[config.mk]
export PLATFORM = sky130hd
export DESIGN_NAME = scope_sweep_ctrl
export DESIGN_NICKNAME = d
export VERILOG_FILES = /design/src/rtl/scope_sweep_ctrl.sv
export SDC_FILE = /design/constraint.sdc
export NUM_CORES = 1
export LEC_CHECK = 0
export ABC_AREA = 1
export CORE_MARGIN = 2
export CORE_UTILIZATION = 43
export CTS_CLUSTER_DIAMETER = 30
export CTS_CLUSTER_SIZE = 24
export DETAILED_ROUTE_END_ITERATION = 16
export GPL_ROUTABILITY_DRIVEN = 0
export HOLD_SLACK_MARGIN = 0.05
export PLACE_DENSITY_LB_ADDON = 0.08
export SLEW_MARGIN = 20
export SYNTH_ARGS = -nofsm -noshare
export SYNTH_HDL_FRONTEND = slang
export SYNTH_SLANG_ARGS = --single-unit
[constraint.sdc]
create_clock -name clk -period 3 [get_ports clk]
set_input_delay 0.6 -clock clk [delete_from_list [all_inputs] [get_ports clk]]
set_output_delay 0.6 -clock clk [all_outputs]
set_load 0.05 [all_outputs]
[src/rtl/scope_sweep_ctrl.sv]
// scope_sweep_ctrl: sequences one scope sweep (arm, trigger, capture frame, draw, holdoff)
module scope_sweep_ctrl #(
  parameter int DATA_W       = 14,
  parameter int ADDR_W       = 11,
  parameter int HOLDOFF_CYC  = 1000,
  parameter int AUTO_TIMEOUT = 0
) (
  input  logic              clk,
  input  logic              reset,
  input  logic              run,
  input  logic              single,
  input  logic [1:0]        time_division,
  input  logic [DATA_W-1:0] trig_level,
  input  logic              trig_slope,
  input  logic              adc_valid,
  input  logic [DATA_W-1:0] adc_data,
  input  logic              draw_finished,
  output logic              wr_en,
  output logic [ADDR_W-1:0] wr_addr,
  output logic [DATA_W-1:0] wr_data,
  output logic              draw_reset,
  output logic              draw_enable,
  output logic              busy,
  output logic              auto_trig,
  output logic [2:0]        state
);
  typedef enum logic [2:0] {
    IDLE      = 3'd0,
    WAIT_TRIG = 3'd1,
    CAPTURE   = 3'd2,
    DRAW      = 3'd3,
    HOLDOFF   = 3'd4
  } state_t;
  localparam int HW = $clog2(HOLDOFF_CYC + 1);
  localparam int TW = $clog2(AUTO_TIMEOUT + 2);
  state_t            state_q;
  logic              ss_q, prev_valid_q, wr_en_q, draw_reset_q, draw_enable_q, auto_trig_q;
  logic [1:0]        td_q, dec_q;
  logic [DATA_W-1:0] prev_q, wr_data_q;
  logic [ADDR_W-1:0] idx_q, wr_addr_q;
  logic [HW-1:0]     hcnt_q;
  logic [TW-1:0]     tcnt_q;
  logic              hit_d, timeout_d, hold_done_d, rearm_d;
  always_comb begin
    hit_d       = adc_valid && prev_valid_q &&
                  (trig_slope ? (prev_q >= trig_level && adc_data < trig_level)
                              : (prev_q < trig_level && adc_data >= trig_level));
    timeout_d   = (AUTO_TIMEOUT != 0) && (tcnt_q == TW'(AUTO_TIMEOUT - 1));
    hold_done_d = hcnt_q == HW'(HOLDOFF_CYC - 1);
    rearm_d     = run && !ss_q;
  end
  always_ff @(posedge clk or posedge reset) begin
    if (reset) begin
      state_q       <= IDLE;
      ss_q          <= 1'b0;
      prev_valid_q  <= 1'b0;
      wr_en_q       <= 1'b0;
      draw_reset_q  <= 1'b0;
      draw_enable_q <= 1'b0;
      auto_trig_q   <= 1'b0;
      td_q          <= '0;
      dec_q         <= '0;
      prev_q        <= '0;
      wr_data_q     <= '0;
      idx_q         <= '0;
      wr_addr_q     <= '0;
      hcnt_q        <= '0;
      tcnt_q        <= '0;
    end else begin
      wr_en_q      <= 1'b0;
      draw_reset_q <= 1'b0;
      case (state_q)
        IDLE: if (run || single) begin
          state_q      <= WAIT_TRIG;
          ss_q         <= single && !run;
          td_q         <= time_division;
          prev_valid_q <= 1'b0;
          tcnt_q       <= '0;
        end
        WAIT_TRIG: begin
          tcnt_q <= tcnt_q + 1'b1;
          if (adc_valid) begin
            prev_q       <= adc_data;
            prev_valid_q <= 1'b1;
          end
          if (hit_d) begin
            // the triggering sample itself is stored at address 0
            state_q     <= CAPTURE;
            auto_trig_q <= 1'b0;
            wr_en_q     <= 1'b1;
            wr_addr_q   <= '0;
            wr_data_q   <= adc_data;
            idx_q       <= ADDR_W'(1);
            dec_q       <= (td_q == 2'd0) ? 2'd0 : 2'd1;
          end else if (timeout_d) begin
            state_q     <= CAPTURE;
            auto_trig_q <= 1'b1;
            idx_q       <= '0;
            dec_q       <= 2'd0;
          end
        end
        CAPTURE: if (adc_valid) begin
          dec_q <= (dec_q == td_q) ? 2'd0 : dec_q + 2'd1;
          if (dec_q == 2'd0) begin
            wr_en_q   <= 1'b1;
            wr_addr_q <= idx_q;
            wr_data_q <= adc_data;
            idx_q     <= idx_q + 1'b1;
            if (&idx_q) begin
              state_q      <= DRAW;
              draw_reset_q <= 1'b1;
            end
          end
        end
        DRAW: if (draw_enable_q && draw_finished) begin
          state_q       <= HOLDOFF;
          draw_enable_q <= 1'b0;
          hcnt_q        <= '0;
        end else begin
          draw_enable_q <= 1'b1;
        end
        HOLDOFF: begin
          hcnt_q <= hcnt_q + 1'b1;
          if (hold_done_d) begin
            state_q      <= rearm_d ? WAIT_TRIG : IDLE;
            td_q         <= rearm_d ? time_division : td_q;
            prev_valid_q <= 1'b0;
            tcnt_q       <= '0;
          end
        end
        default: state_q <= IDLE;
      endcase
    end
  end
  assign wr_en       = wr_en_q;
  assign wr_addr     = wr_addr_q;
  assign wr_data     = wr_data_q;
  assign draw_reset  = draw_reset_q;
  assign draw_enable = draw_enable_q;
  assign auto_trig   = auto_trig_q;
  assign busy        = state_q != IDLE;
  assign state       = state_q;
endmodule
==> results.md, run 1 <==
* Metal-1 WL at ~4400 um
* Post-layout nets at 657
* Crit path time final at 2.66 ns
* Clock Power Share at between 40% and 50%
* Leakage at 2.76 nW
* Commonest non-fill, non-tap cell in the layout: nand2_1
* Largest net degree at the start of global routing at 39
* DR vias/cell at approximately 5
* Clock transition at path regs at 0.09 ns
* All-Layer GR Usage at 18.9%
* Slew headroom at roughly 66%
* Die outline width at between 100 and 150 um
* TNS Setup at 0 ns
* Main flop type after synthesis: dfrtp_1
* Syn-to-layout area delta at 24.9%
* Slowest stage delay, CP at 0.71 ns
* PwrDens at roughly 380 mW/mm2
* Netlist cell types at 35
* WP data required at 2.40 ns
* CTS tree: built
* Largest delay share family, worst path: buffers and inverters
* Post_cts resized at 0
* Fmax achieved at 375 MHz
* Fraction of layout cells with a size suffix above 1 at 7.91%
* Sw Pwr at roughly 460 uW
* Uppermost layer routed: met4
* DIE AREA at 0.0105 mm2
* Asr flop ratio synth at 100%
* Vert. Die Dim at 102 um
* H-tree levels at 3
* Initial Util at between 40% and 50%
* MaxCap Viol Count at 0
* Critical path fanouts, max at 6
* Sw frac at between 20% and 30%
* Number of global-route vias before repair at about 3,500
* Wire per inst at about 13 um
* Worst Hold Class: flip-flop to flip-flop
* Comb pwr share at approximately 7.6%
* ANT cells at 0
* Status: complete, no violations
* Synth top area cells: dfrtp_1 43%, nand2_1 14%, ha_1 9.3%, nand3_1 7.3%, inv_1 6.5%
* Met3 WL at 361 um
* Crit path DAT at 2.06 ns
* Slowest cell on crit path: clkdlybuf4s50_1
* Avg Cell Area, Syn at between 8 and 9 um2
* Gr ovfl total at 0
* FP Rows at 35
* Crit-path cells: nor2_1 -> inv_1 -> nor2_1 -> inv_1 -> clkdlybuf4s50_1
* CP bufs+invs at 3
* CP startpoint kind: flip-flop
* Filler Cells Inserted at slightly below 900
* Biggest area consumer among synthesized cells: dfrtp_1
* DR vias at approximately 3,600
* Unrepaired setup endpoints after global routing: no
* Post-synth EDFFs at 0
* Initial antenna violation count at 0
* Worst vdd ir at 0.180 mV
* Post-synth top area share at 43.3%
* Hold WS at roughly 0.47 ns
* Register area share after synthesis at between 40 and 50%
* Starting DRT DRC Count at 79
* Yosys warns at 0
* CTS sink cnt at 72
* PortBufs at about 70
* Register share of total power at 49.1%
* DR pass1 iterations at 4
* Fin. max-slew vios at 0
* CTS Buf Count at 9
* Fin crit share at 88.8%
* Post-route ant nets at 0
* First-pass GRT wire length at 15,700 um
* Clk_lat worst skew at roughly 0.34 ns
* Mapped Cells at between 500 and 600
* Commonest cells after routing, fill and taps aside: 150 x nand2_1, 72 x dfrtp_1, 71 x inv_1
* Met2 WL at 4370 um
* Final setup viols at 0
* Hold violation total from the final report at 0
* Worst-Margin Slew at around 0.51 ns
* #FFs+latches synth at 72
* Mapped Area at 0.00416 mm2
* CP Class: flip-flop to primary output
* Hold Buf Count CTS at 0
* Crit. End Element: primary output
* Longest Clk Path Bufs at 2
* CTS root buffer: clkbuf_8
* Max Clock Skew at around 0.015 ns
* Hpwl dp at between 6000 and 7000 um
* WL final at between 9000 and 10,000 um
* Int Pwr at 1.51 mW
* I/O pins at 70
* Core footprint at between 0.009 and 0.01 mm2
* Post CTS Setup Buffer Count at 0
* DRC Markers at 0
* Syn_nets at 586
-- path summary, 6_finish.rpt --
path | start | cells past startpoint | to | slack [ns]
min reg2reg | hcnt_q[9] | 1 | hcnt_q[9] | 0.47
min in group asynchronous | reset | 3 | prev_q[2] | 0.68
max in group asynchronous | reset | 3 | wr_data[7] | 1.94
max reg2reg | prev_q[13] | 14 | wr_data[8] | 0.78
min | hcnt_q[9] | 1 | hcnt_q[9] | 0.47
max | state[0] | 5 | busy | 0.34
-- cell families (layout without fill, tap and decap cells) --
| group | Yosys count | after routing | synth area share (%) |
|---|---|---|---|
| AND/OR/NAND/NOR | 262 | 262 | 28.1 |
| buffers and inverters | 88 | 164 | 9.05 |
| flip-flops | 72 | 72 | 43.3 |
| AO/OA/AOI/OAI | 50 | 50 | 6.37 |
| adder cells (fa/ha/maj) | 31 | 31 | 9.32 |
| multiplexers | 14 | 14 | 3.76 |
| other | 1 | 1 | 0.0901 |
-- layer usage --
| metal | track usage, % | up-vias |
|---|---|---|
| li1 | - | 1815 |
| met1 | 23.8 | 1673 |
| met2 | 32.7 | 65 |
| met3 | 3.69 | 4 |
| met4 | 6.26 | 0 |
| met5 | 0 | - |
-- cells in the mapped netlist (2+ instances only) --
master,instances
clkbuf_1,5
buf_6,5
ha_1,31
nand2_2,3
o21ai_0,16
o21ai_1,6
a21oi_1,22
nor3_1,12
mux2_2,13
nand2_1,150
dfrtp_1,72
inv_1,72
a31oi_1,2
nand3_1,61
nand4_1,4
buf_2,4
nor2_1,22
-- through the flow --
step	setup slack, ns	instance area, um2	cells	total power [mW]	util (%)
5_1_grt	0.163	5200	723	2.06	55.7
3_3_place_gp	0.108	4980	707	1.14	53.4
3_5_place_dp	0.0487	4980	707	1.14	53.4
6_report	0.336	5200	723	1.98	55.7
2_1_floorplan	0.575	4160	518	1.06	-
4_1_cts	0.300	5200	723	2.00	55.7
-- layout make-up --
| class | count | area, um2 | area share [%] |
|---|---|---|---|
| tap | 129 | 161 | 3.11 |
| sequential | 72 | 1800 | 34.7 |
| multi-input combinational | 358 | 1980 | 38.2 |
| inverter | 73 | 274 | 5.27 |
| timing repair buffer | 75 | 758 | 14.6 |
| clock buffer | 10 | 128 | 2.46 |
| clock inverter | 6 | 91.3 | 1.76 |
-- power by group through the flow --
stage / registers, mW / clock network [mW] / logic, mW
floorplan: 0.989 / 0 / 0.0747
global placement: 0.989 / 0 / 0.149
detailed placement: 0.989 / 0 / 0.153
CTS: 0.970 / 0.878 / 0.154
global route: 0.970 / 0.920 / 0.172
finish: 0.970 / 0.855 / 0.150
-- registers in the layout (all words and copies together), names as in the netlist --
| register | cells |
|---|---|
| idx_q | 11 |
| td_q | 2 |
| state | 3 |
| dec_q | 2 |
| wr_en | 1 |
| draw_reset | 1 |
| prev_valid_q | 1 |
| wr_data | 14 |
| draw_enable | 1 |
| wr_addr | 11 |
| hcnt_q | 10 |
| prev_q | 14 |
| ss_q | 1 |
No activity file was read; power rests on OpenSTA's default activity.
==> inputs of run 2 (changes only) <==
--- a/config.mk
+++ b/config.mk
@@ -8,6 +8,7 @@
 export ABC_AREA = 1
 export CORE_MARGIN = 2
 export CORE_UTILIZATION = 43
+export CTS_BUF_LIST = sky130_fd_sc_hd__clkbuf_4
 export CTS_CLUSTER_DIAMETER = 30
 export CTS_CLUSTER_SIZE = 24
 export DETAILED_ROUTE_END_ITERATION = 16
==> run 2 against run 1 <==
Effect of this change: clock-buffer cell count is the same; cell count is the same; sequential power is essentially flat; first-iteration DRC count shrank 2.5%; critical path type unchanged.
==> results.md, run 2 (synthesis gave the netlist of run 1 again) <==
* DRC Markers at 0 (unchanged)
* Commonest non-fill, non-tap cell in the layout: nand2_1 (unchanged)
* Hold violation total from the final report at 0 (unchanged)
* Post CTS Setup Buffer Count at 0 (unchanged)
* H-tree levels at 3 (unchanged)
* Initial Util at 44.6% (unchanged)
* Die outline width at 102 um (unchanged)
* Fraction of layout cells with a size suffix above 1 at 8.08% (was 7.91%)
* ANT cells at 0 (unchanged)
* Fin crit share at 91.5% (was 88.8%)
* Fin cells at 723 (unchanged)
* DIE AREA at 0.0105 mm2 (unchanged)
* Met3 WL at 418 um (was 361 um)
* CTS sink cnt at 72 (unchanged)
* CTS tree: built (unchanged)
* Post-route core utilization at 55.2% (was 55.7%)
* Post-route ant nets at 0 (unchanged)
* Placed Area at 0.00498 mm2 (unchanged)
* Initial antenna violation count at 0 (unchanged)
* Vert. Die Dim at 102 um (unchanged)
* Crit-path cells: nor2_1 -> inv_1 -> nor2_1 -> inv_1 -> clkdlybuf4s50_1 (unchanged)
* Worst-Margin Slew at 0.509 ns (about the same)
* Core footprint at 0.00933 mm2 (unchanged)
* FP Rows at 35 (unchanged)
* Slowest stage delay, CP at 0.71 ns (about the same)
* CP Class: flip-flop to primary output (unchanged)
* Fmax achieved at 364 MHz (was 375 MHz)
* Final Cell Area at 0.00514 mm2 (was 0.00520 mm2)
* Worst Hold Class: flip-flop to flip-flop (unchanged)
* Gr ovfl total at 0 (unchanged)
* Uppermost layer routed: met4 (unchanged)
* Leakage at 2.74 nW (was 2.76 nW)
* Commonest cells after routing, fill and taps aside: 150 x nand2_1, 72 x dfrtp_1, 71 x inv_1 (unchanged)
* Number of global-route vias before repair at 3,474 (was 3,492)
* Hold WS at 0.479 ns (was 0.473 ns)
* Met2 WL at 4300 um (was 4370 um)
* Critical path fanouts, max at 6 (unchanged)
* Wire per inst at 12.5 um (was 12.6 um)
* Crit path DAT at 2.14 ns (was 2.06 ns)
* PwrDens at 357 mW/mm2 (was 380 mW/mm2)
* Inst Count DP at 707 (unchanged)
* I/O pins at 70 (unchanged)
* Largest net degree at the start of global routing at 39 (unchanged)
* Setup Slack @ Placement at 0.0487 ns (unchanged)
* CP startpoint kind: flip-flop (unchanged)
* TNS Setup at 0 ns (unchanged)
* Clk_lat worst skew at 0.41 ns (was 0.34 ns)
* Metal-1 WL at 4260 um (was 4370 um)
* WP data required at 2.40 ns (about the same)
* Starting DRT DRC Count at 77 (was 79)
* Clock transition at path regs at 0.14 ns (was 0.09 ns)
* Fin. max-slew vios at 0 (unchanged)
* CTS root buffer: clkbuf_4 (was clkbuf_8)
* Slowest cell on crit path: clkdlybuf4s50_1 (unchanged)
* Worst vdd ir at 0.197 mV (was 0.180 mV)
* Status: complete, no violations (unchanged)
* WL final at 9070 um (was 9140 um)
* All-Layer GR Usage at 18.6% (was 18.9%)
* DR vias/cell at 4.91 (was 4.92)
* CTS Buf Count at 9 (unchanged)
* Crit path time final at 2.74 ns (was 2.66 ns)
* Hpwl dp at 6830 um (unchanged)
* PortBufs at 68 (unchanged)
* Longest Clk Path Bufs at 2 (unchanged)
* Max Clock Skew at 0.0279 ns (was 0.0153 ns)
* MaxCap Viol Count at 0 (unchanged)
* Post_cts resized at 0 (unchanged)
* Slew headroom at 66.0% (about the same)
* Final setup viols at 0 (unchanged)
* DR vias at 3,547 (was 3,557)
* Hold Buf Count CTS at 0 (unchanged)
* Syn-to-layout area delta at 23.6% (was 24.9%)
* Total power at 1.84 mW (was 1.98 mW)
* Crit. End Element: primary output (unchanged)
* Post-layout nets at 657 (unchanged)
* First-pass GRT wire length at 15,600 um (was 15,700 um)
* DR pass1 iterations at 6 (was 4)
* Setup ws final at 0.256 ns (was 0.336 ns)
* Unrepaired setup endpoints after global routing: no (unchanged)
==> run 2: metal layers <==
layer | global-route usage, % | vias up
li1 | - | 1816
met1 | 24.0 | 1647
met2 | 32.0 | 77
met3 | 3.28 | 7
met4 | 5.33 | 0
met5 | 0 | -
==> run 2: critical path: cells and delay by family (launching register included) <==
family	cells	cell delay (ns)
DFF	1	0.50
and+or+nand+nor	2	0.36
buffers and inverters	3	0.89
==> run 2: final timing paths <==
| check | from | endpoint | slack, ns | cells past startpoint |
|---|---|---|---|---|
| max | state[0] | busy | 0.26 | 5 |
| min | hcnt_q[9] | hcnt_q[9] | 0.48 | 1 |
| max reg2reg | prev_q[13] | wr_data[8] | 0.79 | 14 |
| min reg2reg | hcnt_q[9] | hcnt_q[9] | 0.48 | 1 |
| max in group asynchronous | reset | wr_addr[0] | 2.01 | 3 |
| min in group asynchronous | reset | prev_q[2] | 0.60 | 3 |
==> run 2: report_power, final <==
| part | internal, mW | leakage [nW] | switching, mW |
|---|---|---|---|
| clock | 0.350 | 0.0792 | 0.367 |
| sequential | 0.970 | 0.918 | 0 |
| combinational | 0.0701 | 1.74 | 0.0799 |
==> run 2: layout make-up <==
type / instances / area [um2]
multi-input cells: 358 / 1980
flip-flops and latches: 72 / 1800
well taps: 129 / 161
fillers: 902 / 4180
clock buffers: 10 / 75.1
repair buffers: 75 / 758
inverters: 73 / 274
clock inverters: 6 / 91.3
